**src/rtl/obstacle_scheduler.sv**
```systemverilog
// Obstacle scheduler: paces random obstacle descriptors into a small FIFO for the track renderer.
// Latency: head appears 1 clk after a push into an empty FIFO; next head 1 clk after an accept.
// Backpressure: o_obs_valid/i_obs_ready; a full FIFO holds the pending spawn with o_stall=1.
//
// Ports:
//   i_clk, i_reset (async, active-low)
//   i_random_number : 20-bit LFSR word
//   i_frame_tick : one-clk pulse per video frame
//   i_game_active : 0 freezes scheduling
//   o_obs_valid/i_obs_ready/o_obs_lane/o_obs_type/o_obs_gap : registered FIFO head + handshake
//   o_level : difficulty 0..3
//   o_stall : spawn pending but FIFO full
// Optional macro OBS_STATS_EN adds o_spawn_count (wrapping) and o_stall_cycles (saturating).
module obstacle_scheduler #(
    parameter int DEPTH        = 4,
    parameter int MIN_GAP      = 8,
    parameter int LEVEL_SPAWNS = 16
) (
    input  logic        i_clk,
    input  logic        i_reset,
    input  logic [19:0] i_random_number,
    input  logic        i_frame_tick,
    input  logic        i_game_active,
    output logic        o_obs_valid,
    input  logic        i_obs_ready,
    output logic [1:0]  o_obs_lane,
    output logic [1:0]  o_obs_type,
    output logic [7:0]  o_obs_gap,
    output logic [1:0]  o_level,
    output logic        o_stall
`ifdef OBS_STATS_EN
    ,
    output logic [15:0] o_spawn_count,
    output logic [15:0] o_stall_cycles
`endif
);

    localparam int AW = $clog2(DEPTH);
    localparam int LW = $clog2(LEVEL_SPAWNS + 1);

    localparam logic [1:0] S_IDLE = 2'd0;
    localparam logic [1:0] S_WAIT = 2'd1;
    localparam logic [1:0] S_DRAW = 2'd2;
    localparam logic [1:0] S_PUSH = 2'd3;

    typedef struct packed {
        logic [1:0] lane;
        logic [1:0] typ;
        logic [7:0] gap;
    } obs_t;

    logic [1:0]  r_state;
    logic [7:0]  r_countdown;
    logic [19:0] r_last_rnd;
    logic [1:0]  r_prev1;
    logic [1:0]  r_prev2;
    obs_t        r_pend;
    logic [1:0]  r_level;
    logic [LW-1:0] r_lvl_cnt;
    logic [AW:0] r_wr_ptr;
    logic [AW:0] r_rd_ptr;
    obs_t        r_mem [DEPTH];
    obs_t        r_head;
    logic        r_head_vld;

    logic [AW:0] w_count;
    logic [AW:0] w_rd_next;
    logic        w_full;
    logic        w_pop;
    logic        w_push;
    logic        w_head_vld_nxt;
    logic [1:0]  w_lane_raw;
    logic [1:0]  w_lane_base;
    logic [1:0]  w_lane;
    logic [7:0]  w_gap;

    assign w_count   = r_wr_ptr - r_rd_ptr;
    assign w_rd_next = r_rd_ptr + 1'b1;
    assign w_full    = (w_count == (AW+1)'(DEPTH));
    assign w_pop     = r_head_vld & i_obs_ready;
    // A pop in the same cycle frees the slot, so a full FIFO still accepts the push.
    assign w_push    = (r_state == S_PUSH) & i_game_active & (~w_full | w_pop);
    assign o_stall   = (r_state == S_PUSH) & w_full & ~w_pop;

    // Head register tracks the entry count seen before this edge, which gives the
    // one-clk delay after a push and drops valid right after the last entry is taken.
    assign w_head_vld_nxt = (w_count != '0) && !(w_pop && (w_count == (AW+1)'(1)));

    // Lane selection: fold raw 3 onto left/centre, then break any run of three.
    assign w_lane_raw  = i_random_number[1:0];
    assign w_lane_base = (w_lane_raw == 2'd3) ? {1'b0, i_random_number[2]} : w_lane_raw;
    assign w_lane      = (w_lane_base == r_prev1 && w_lane_base == r_prev2)
                         ? ((w_lane_base == 2'd2) ? 2'd0 : w_lane_base + 2'd1)
                         : w_lane_base;
    assign w_gap       = 8'(MIN_GAP) + (8'(i_random_number[9:4]) >> r_level);

    always_ff @(posedge i_clk or negedge i_reset) begin
        if (!i_reset) begin
            r_state     <= S_IDLE;
            r_countdown <= '0;
            r_last_rnd  <= '0;
            r_prev1     <= 2'd3;
            r_prev2     <= 2'd3;
            r_pend      <= '0;
            r_level     <= '0;
            r_lvl_cnt   <= '0;
            r_wr_ptr    <= '0;
        end else if (i_game_active) begin
            case (r_state)
                S_IDLE: r_state <= S_WAIT;
                S_WAIT: begin
                    if (r_countdown == '0) begin
                        r_state <= S_DRAW;
                    end else if (i_frame_tick) begin
                        r_countdown <= r_countdown - 8'd1;
                    end
                end
                S_DRAW: begin
                    // Only a word different from the last one drawn counts as fresh.
                    if (i_random_number != r_last_rnd) begin
                        r_last_rnd <= i_random_number;
                        r_pend     <= '{lane: w_lane, typ: i_random_number[3:2], gap: w_gap};
                        r_state    <= S_PUSH;
                    end
                end
                default: begin
                    if (w_push) begin
                        r_wr_ptr    <= r_wr_ptr + 1'b1;
                        r_countdown <= r_pend.gap;
                        r_prev2     <= r_prev1;
                        r_prev1     <= r_pend.lane;
                        r_state     <= S_WAIT;
                        if (r_level != 2'd3) begin
                            if (r_lvl_cnt == LW'(LEVEL_SPAWNS - 1)) begin
                                r_lvl_cnt <= '0;
                                r_level   <= r_level + 2'd1;
                            end else begin
                                r_lvl_cnt <= r_lvl_cnt + 1'b1;
                            end
                        end
                    end
                end
            endcase
        end
    end

    always_ff @(posedge i_clk) begin
        if (w_push) begin
            r_mem[r_wr_ptr[AW-1:0]] <= r_pend;
        end
    end

    always_ff @(posedge i_clk or negedge i_reset) begin
        if (!i_reset) begin
            r_rd_ptr   <= '0;
            r_head     <= '0;
            r_head_vld <= 1'b0;
        end else begin
            if (w_pop) begin
                r_rd_ptr <= w_rd_next;
            end
            r_head_vld <= w_head_vld_nxt;
            if (!w_head_vld_nxt) begin
                r_head <= '0;
            end else if (w_pop) begin
                r_head <= r_mem[w_rd_next[AW-1:0]];
            end else begin
                r_head <= r_mem[r_rd_ptr[AW-1:0]];
            end
        end
    end

    assign o_obs_valid = r_head_vld;
    assign o_obs_lane  = r_head.lane;
    assign o_obs_type  = r_head.typ;
    assign o_obs_gap   = r_head.gap;
    assign o_level     = r_level;

`ifdef OBS_STATS_EN
    logic [15:0] r_spawn_count;
    logic [15:0] r_stall_cycles;

    always_ff @(posedge i_clk or negedge i_reset) begin
        if (!i_reset) begin
            r_spawn_count  <= '0;
            r_stall_cycles <= '0;
        end else begin
            if (w_push) begin
                r_spawn_count <= r_spawn_count + 16'd1;
            end
            if (o_stall && r_stall_cycles != 16'hFFFF) begin
                r_stall_cycles <= r_stall_cycles + 16'd1;
            end
        end
    end

    assign o_spawn_count  = r_spawn_count;
    assign o_stall_cycles = r_stall_cycles;
`endif

endmodule

```
**config.mk**
```make
export PLATFORM = sky130hd
export DESIGN_NAME = obstacle_scheduler
export DESIGN_NICKNAME = d
export VERILOG_FILES = /design/src/rtl/obstacle_scheduler.sv
export SDC_FILE = /design/constraint.sdc
export NUM_CORES = 1
export LEC_CHECK = 0
export ABC_AREA = 1
export BUFFER_PORTS_ARGS = -buffer_cell sky130_fd_sc_hd__buf_2
export CAP_MARGIN = 15
export CORE_MARGIN = 10
export CORE_UTILIZATION = 45
export CTS_CLUSTER_DIAMETER = 60
export DETAILED_ROUTE_END_ITERATION = 16
export SETUP_SLACK_MARGIN = 0.05
export SLEW_MARGIN = 5
export SYNTH_ARGS = -nofsm -noshare
export SYNTH_HDL_FRONTEND = slang
export SYNTH_SLANG_ARGS = --single-unit
```
**constraint.sdc**
```tcl
create_clock -name i_clk -period 3.1 [get_ports i_clk]
set_clock_uncertainty 0.2 [all_clocks]
set_input_delay 0.62 -clock i_clk [delete_from_list [all_inputs] [get_ports i_clk]]
set_output_delay 0.62 -clock i_clk [all_outputs]
set_load 0.01 [all_outputs]
```
# Word-level counts from Yosys, hierarchy flattened
# Memories as Yosys holds them, arrays and structs flattened.
# Cells that the tools add are included.
[op_classes] add_sub_neg=8 eq_ne=16 shifts=1 muxes=16 n_bitwise=10 reduce_logical=17
[ops] cell="12-bit two-way mux" count=2
[ops] cell="8-bit two-way mux" count=3
[ops] cell="20-bit inequality test" count=1
[ops] cell="8-bit case mux with 2 select lines" count=1
[ops] cell="2-bit two-way mux" count=6
[ops] cell="2-bit inequality test, second input constant" count=5
[ops] cell="5-bit AND reduction" count=2
[ops] cell="4-bit by 8-bit adder with 8-bit output, first input constant" count=1
[ops] cell="2-bit == test, second input constant" count=4
[ops] cell="8-bit logical NOT" count=1
[ops] cell="4-bit AND reduction" count=2
[ops] cell="6-bit by 2-bit >> shifter with 8-bit output" count=1
[ops] cell="8-bit by 1-bit subtractor with 8-bit output, second input constant" count=1
[ops] cell="3-bit by 1-bit adder with 3-bit output, second input constant" count=2
[ops] cell="2-bit case mux with 3 select lines" count=1
[ops] cell="3-bit AND reduction" count=2
[ops] cell="5-bit by 1-bit adder with 5-bit output, second input constant" count=1
[ops] cell="1-bit AND" count=5
[ops] cell="5-bit by 4-bit == test with 1-bit output, second input constant" count=1
[ops] cell="5-bit two-way mux" count=1
[ops] cell="2-bit by 1-bit adder with 2-bit output, second input constant" count=2
[ops] cell="2-bit == test" count=2
[ops] cell="1-bit NOT" count=4
[ops] cell="4-bit nonzero test" count=1
[ops] cell="13 further kinds" count=16
[word_totals] ff_bits=72 ramBits=48 input_bits=25 out_inout_bits=16 n_memories=1
[memory_table] name="r_mem" words=4 word_bits=12 rd=2 rd_clocked_by_memory_dff=0 write_ports=1 line_no="62" source="obs_t r_mem [DEPTH];"

# Longest topological paths before layout
[depth] depth_word=7 ltp_mapped=14

# Least setup slack after synthesis
# No wires, ideal clock.
[synth_timing] path_type="register to register" from="register r_wr_ptr[0]" to="memory r_mem[2][0] in the netlist's numbering (enable)" arrival_time_ns=2.249 required_time_ns=2.522 setup_slack_ns=0.273 path_stages_with_launch=13 period_less_slack_ns=2.827 path_cell_list="dfrtp_1 inv_1 ha_1 fa_1 inv_1 nand2_1 nand2_1 nand2_1 nand3_1 nand3_1 buf_4 buf_2 nor2_1"
[synth_via] elab_chain_len=7
[synth_lines] element="start, declared" line_no="60" source="logic [AW:0] r_wr_ptr;"
[synth_lines] element="start signal, assigned" line_no="128" source="r_wr_ptr <= r_wr_ptr + 1'b1;"
[synth_lines] element="3-bit subtractor" line_no="77" source="assign w_count = r_wr_ptr - r_rd_ptr;"
[synth_lines] element="3-bit == test" line_no="79" source="assign w_full = (w_count == (AW+1)'(DEPTH));"
[synth_lines] element="1-bit NOT" line_no="82" source="assign w_push = (r_state == S_PUSH) & i_game_active & (~w_full | w_pop);"
[synth_lines] element="1-bit OR" line_no="82"
[synth_lines] element="1-bit AND" line_no="82"
[synth_lines] element="1-bit two-way mux" line_no="148" source="if (w_push) begin"
[synth_lines] element="1-bit two-way mux (implied by the code)" line_no="149" source="r_mem[r_wr_ptr[AW-1:0]] <= r_pend;"
[synth_lines] element="end, declared" line_no="62"
# Parallel ways exist; a longest one is shown, timed or not.

# Worst setup path in the final report
[layout_timing] from="register r_wr_ptr[0]" to="output port o_stall"
[layout_via] elab_chain_len=4
[layout_lines] element="3-bit subtractor" line_no="77"
[layout_lines] element="3-bit == test" line_no="79"
[layout_lines] element="1-bit AND (2 in series)" line_no="83" source="assign o_stall = (r_state == S_PUSH) & w_full & ~w_pop;"
[layout_lines] element="end, declared" line_no="30" source="output logic o_stall"
# No other way between the ends.

==> results.toml <==
[synthesis]
syn_area_per_cell_sq_um = 8.872
yosysTopAreaCell = "dfrtp_1"
ys.flop_type = "dfrtp_1"
synth_nets = 692
synth_edf_count = 44
synth-seq-area-share_pct = 52.51
synthArstFlopShare_pct = 60.71
ys_ff_latch = 112
syn_area_sq_um = 5767
postSynthCellCount = 650
synthTopCellsByArea = "dfrtp_1 28%, edfxtp_1 23%, nand2_1 12%, o21ai_0 5.5%, nor2_1 4.4%"
yosysTopAreaCellShare_pct = 27.77
synth_warnings = 0
ys_types = 38

[clock_tree]
insertion_delay_ns = 0.36
ctsRootBufferMaster = "clkbuf_16"
cts.sinks = 112
cts_tree = "built"
cts_max_level = 3
clkTransAtPathRegs_ns = 0.07
cts_buffers = 9
clockBufferDepth = 2
ctsHoldBuffers = 0

[critical_path]
crit_type = "reg2out"
cp_top_family = "adder cells"
cp_cell_sequence = "inv_1 -> ha_1 -> fa_1 -> nand2_1 -> nor2_1 -> nand3_2 -> nor2_2 -> buf_2"
required_ns = 2.28
max_stage_delay_ns = 0.51
startpoint = "r_wr_ptr[0]$_DFFE_PN0P_"
cp_data_arrival_time_ns = 2.09
worst-path-max-fanout = 4
cp-end-kind = "output port"
critPathSlowestCell = "fa_1"
regToRegStartpoint = "r_wr_ptr[0]$_DFFE_PN0P_"
cp.buffers_inverters = 2
crit_path_start_kind = "flop"

[pwr]
irDropWorstVdd_mv = 0.3536
cellLeakagePower_nw = 2.985
seqPwrFrac_pct = 38.3
switching_share_pct = 40.60
p_int_mw = 3.802
powerDensity_nw_per_um2 = 986.5
pwr-share-clk_pct = 20.2
p_sw_mw = 2.599
pwr-share-comb_pct = 41.5

[floorplan]
die_w_microns = 133.2
initial_core_util_pct = 45.88
dieArea_sq_um = 17740
core_area_sq_um = 12570
row_count = 41
io_pins = 41
die_h_microns = 133.2

[placement]
dp_hpwl_microns = 8861
port_buffers = 39
place.gp.congestion = 0.8574
place_area_sq_um = 6121

[cells_and_area]
drive_gt1_share_pct = 13.71
area_growth_syn_to_layout_pct = 12.52
final_cell_mix = "184 x nand2_1, 66 x nor2_1, 64 x dfrtp_1"
diodes = 0
layout_commonest_cell = "nand2_1"
final_area_sq_um = 6489
fin_nets = 730

[sta]
report.final.slew_viol_count = 0
relSlewSlack_pct = 52.27
hold_viol = 0
setup_tns_ns = 0
min_period_ns = 2.911
finalSetupViolCount = 0
timing.final.crit_share_pct = 93.89
fmax_mhz = 343.6
worst_pin_slew_ns = 0.7160
rsz0062_at_grt = "false"

[routing]
drt_iter0_drc = 301
via_count = 4451
ant_nets = 0
wl_microns = 12670
wire_per_inst_microns = 14.65
first_pass_iters = 5
viasPerCell = 5.146
drc = 0

[global_routing]
first_global_vias = 4456
grt_pass1_wl_microns = 21400
overflow = 0
antenna_found_initial = 0
grt.total_usage_pct = 14.64
grt_max_degree = 52

[run_status]
status = "finished, final reports clean"

[run]
maxCapViolations = 0

[min_path]
hold_path.class = "in2async"
-- per-stage QoR --
| stage | power [mW] | cells | util (%) | hold slack, ns | setup slack, ns |
|---|---|---|---|---|---|
| 2_1_floorplan | 4.351 | 650 | - | 0.1244 | 0.2726 |
| 3_3_place_gp | 4.997 | 848 | 48.70 | 0.2732 | 0.3254 |
| 3_5_place_dp | 5.100 | 848 | 48.70 | 0.2768 | 0.1795 |
| 4_1_cts | 6.397 | 864 | 51.41 | 0.1409 | 0.1236 |
| 5_1_grt | 6.947 | 865 | 51.63 | 0.1498 | 0.07249 |
| 6_report | 6.401 | 865 | 51.63 | 0.1161 | 0.1893 |
-- cell type report --
cell class                      count  area (sq um)
Clock inverter                      6         90.09
Multi-Input combinational cell    454          2382
Fill cell                        1150          6080
Tap cell                          172         215.2
Clock buffer                       10         250.2
Inverter                           60         225.2
Sequential cell                   112          3028
Timing Repair Buffer               51         297.8
-- cells by family after synthesis --
logic type	count (synthesis)	share of synthesized area, %
AND/OR/NAND/NOR	295	21.28
AO/OA/AOI/OAI	121	12.76
flip-flops	112	52.51
buffers and inverters	84	6.531
XOR/XNOR	20	3.038
adder cells (fa/ha/maj)	17	3.819
other	1	0.06503
-- worst paths after layout --
path,slack (ns),cells past startpoint,endpoint
worst max-delay path,0.19,8,o_stall
worst min-delay path,0.12,1,r_pend[10]$_DFFE_PN0P_
worst max register to register,0.48,13,r_countdown[7]$_DFFE_PN0P_
worst min register to register,0.29,2,r_prev1[0]$_DFFE_PN1P_
max in group asynchronous,1.91,2,r_lvl_cnt[4]$_DFFE_PN0P_
min in group i_clk,0.29,2,r_prev1[0]$_DFFE_PN1P_
-- worst register-to-register path, stage by stage, from the launching register on --
cell and delay, ns:
dfrtp_1 0.35, inv_1 0.09, ha_1 0.23, fa_1 0.39, inv_1 0.06, nand2_1 0.06
nand2_1 0.08, nand2_1 0.08, nand3_2 0.10, nand3_2 0.23, o21ai_4 0.33, nand2_2 0.17
nand2_1 0.11, nand2_1 0.05
-- cells in the mapped netlist, drive strengths merged (2+ instances only) --
| library cell | count |
|---|---|
| o211ai | 4 |
| nand3 | 34 |
| nand4 | 2 |
| dfrtp | 64 |
| inv | 59 |
| ha | 16 |
| edfxtp | 44 |
| buf | 8 |
| a32o | 8 |
| clkbuf | 16 |
| dfstp | 4 |
| nand2 | 186 |
| a31oi | 3 |
| xnor2 | 7 |
| a21oi | 22 |
| o221ai | 8 |
| o21ai | 73 |
| xor2 | 13 |
| nor2 | 70 |
-- flip-flops by register name (all words and copies together) (netlist names) --
register,cells
r_state,2
r_mem,44
r_wr_ptr,3
o_obs_valid,1
r_lvl_cnt,5
r_countdown,8
r_prev1,2
r_last_rnd,20
r_pend,9
o_obs_type,2
o_obs_lane,2
r_rd_ptr,3
r_prev2,2
o_level,2
o_obs_gap,7
-- metal layers --
| layer | wire (microns) | track usage [%] | vias to the layer above |
|---|---|---|---|
| met5 | 0 | 0 | - |
| met1 | 5733 | 17.84 | 2125 |
| li1 | - | - | 2213 |
| met2 | 6088 | 24.43 | 96 |
| met3 | 625 | 3.459 | 17 |
| met4 | 223 | 5.925 | 0 |
-- power by group through the flow --
stage	sequential [mW]	combinational, mW	clock [mW]
4_1_cts	2.45	2.63	1.32
6_report	2.45	2.66	1.29
5_1_grt	2.51	3.05	1.39
3_3_place_gp	2.46	2.54	0
3_5_place_dp	2.48	2.62	0
2_1_floorplan	2.40	1.95	0
-- what timing repair did --
item                                    in CTS  in global routing
endpoints found under the setup margin       0                  9
buffers inserted                             0                  1
resized for setup                            0                  4
No activity file was read; power rests on OpenSTA's default activity.
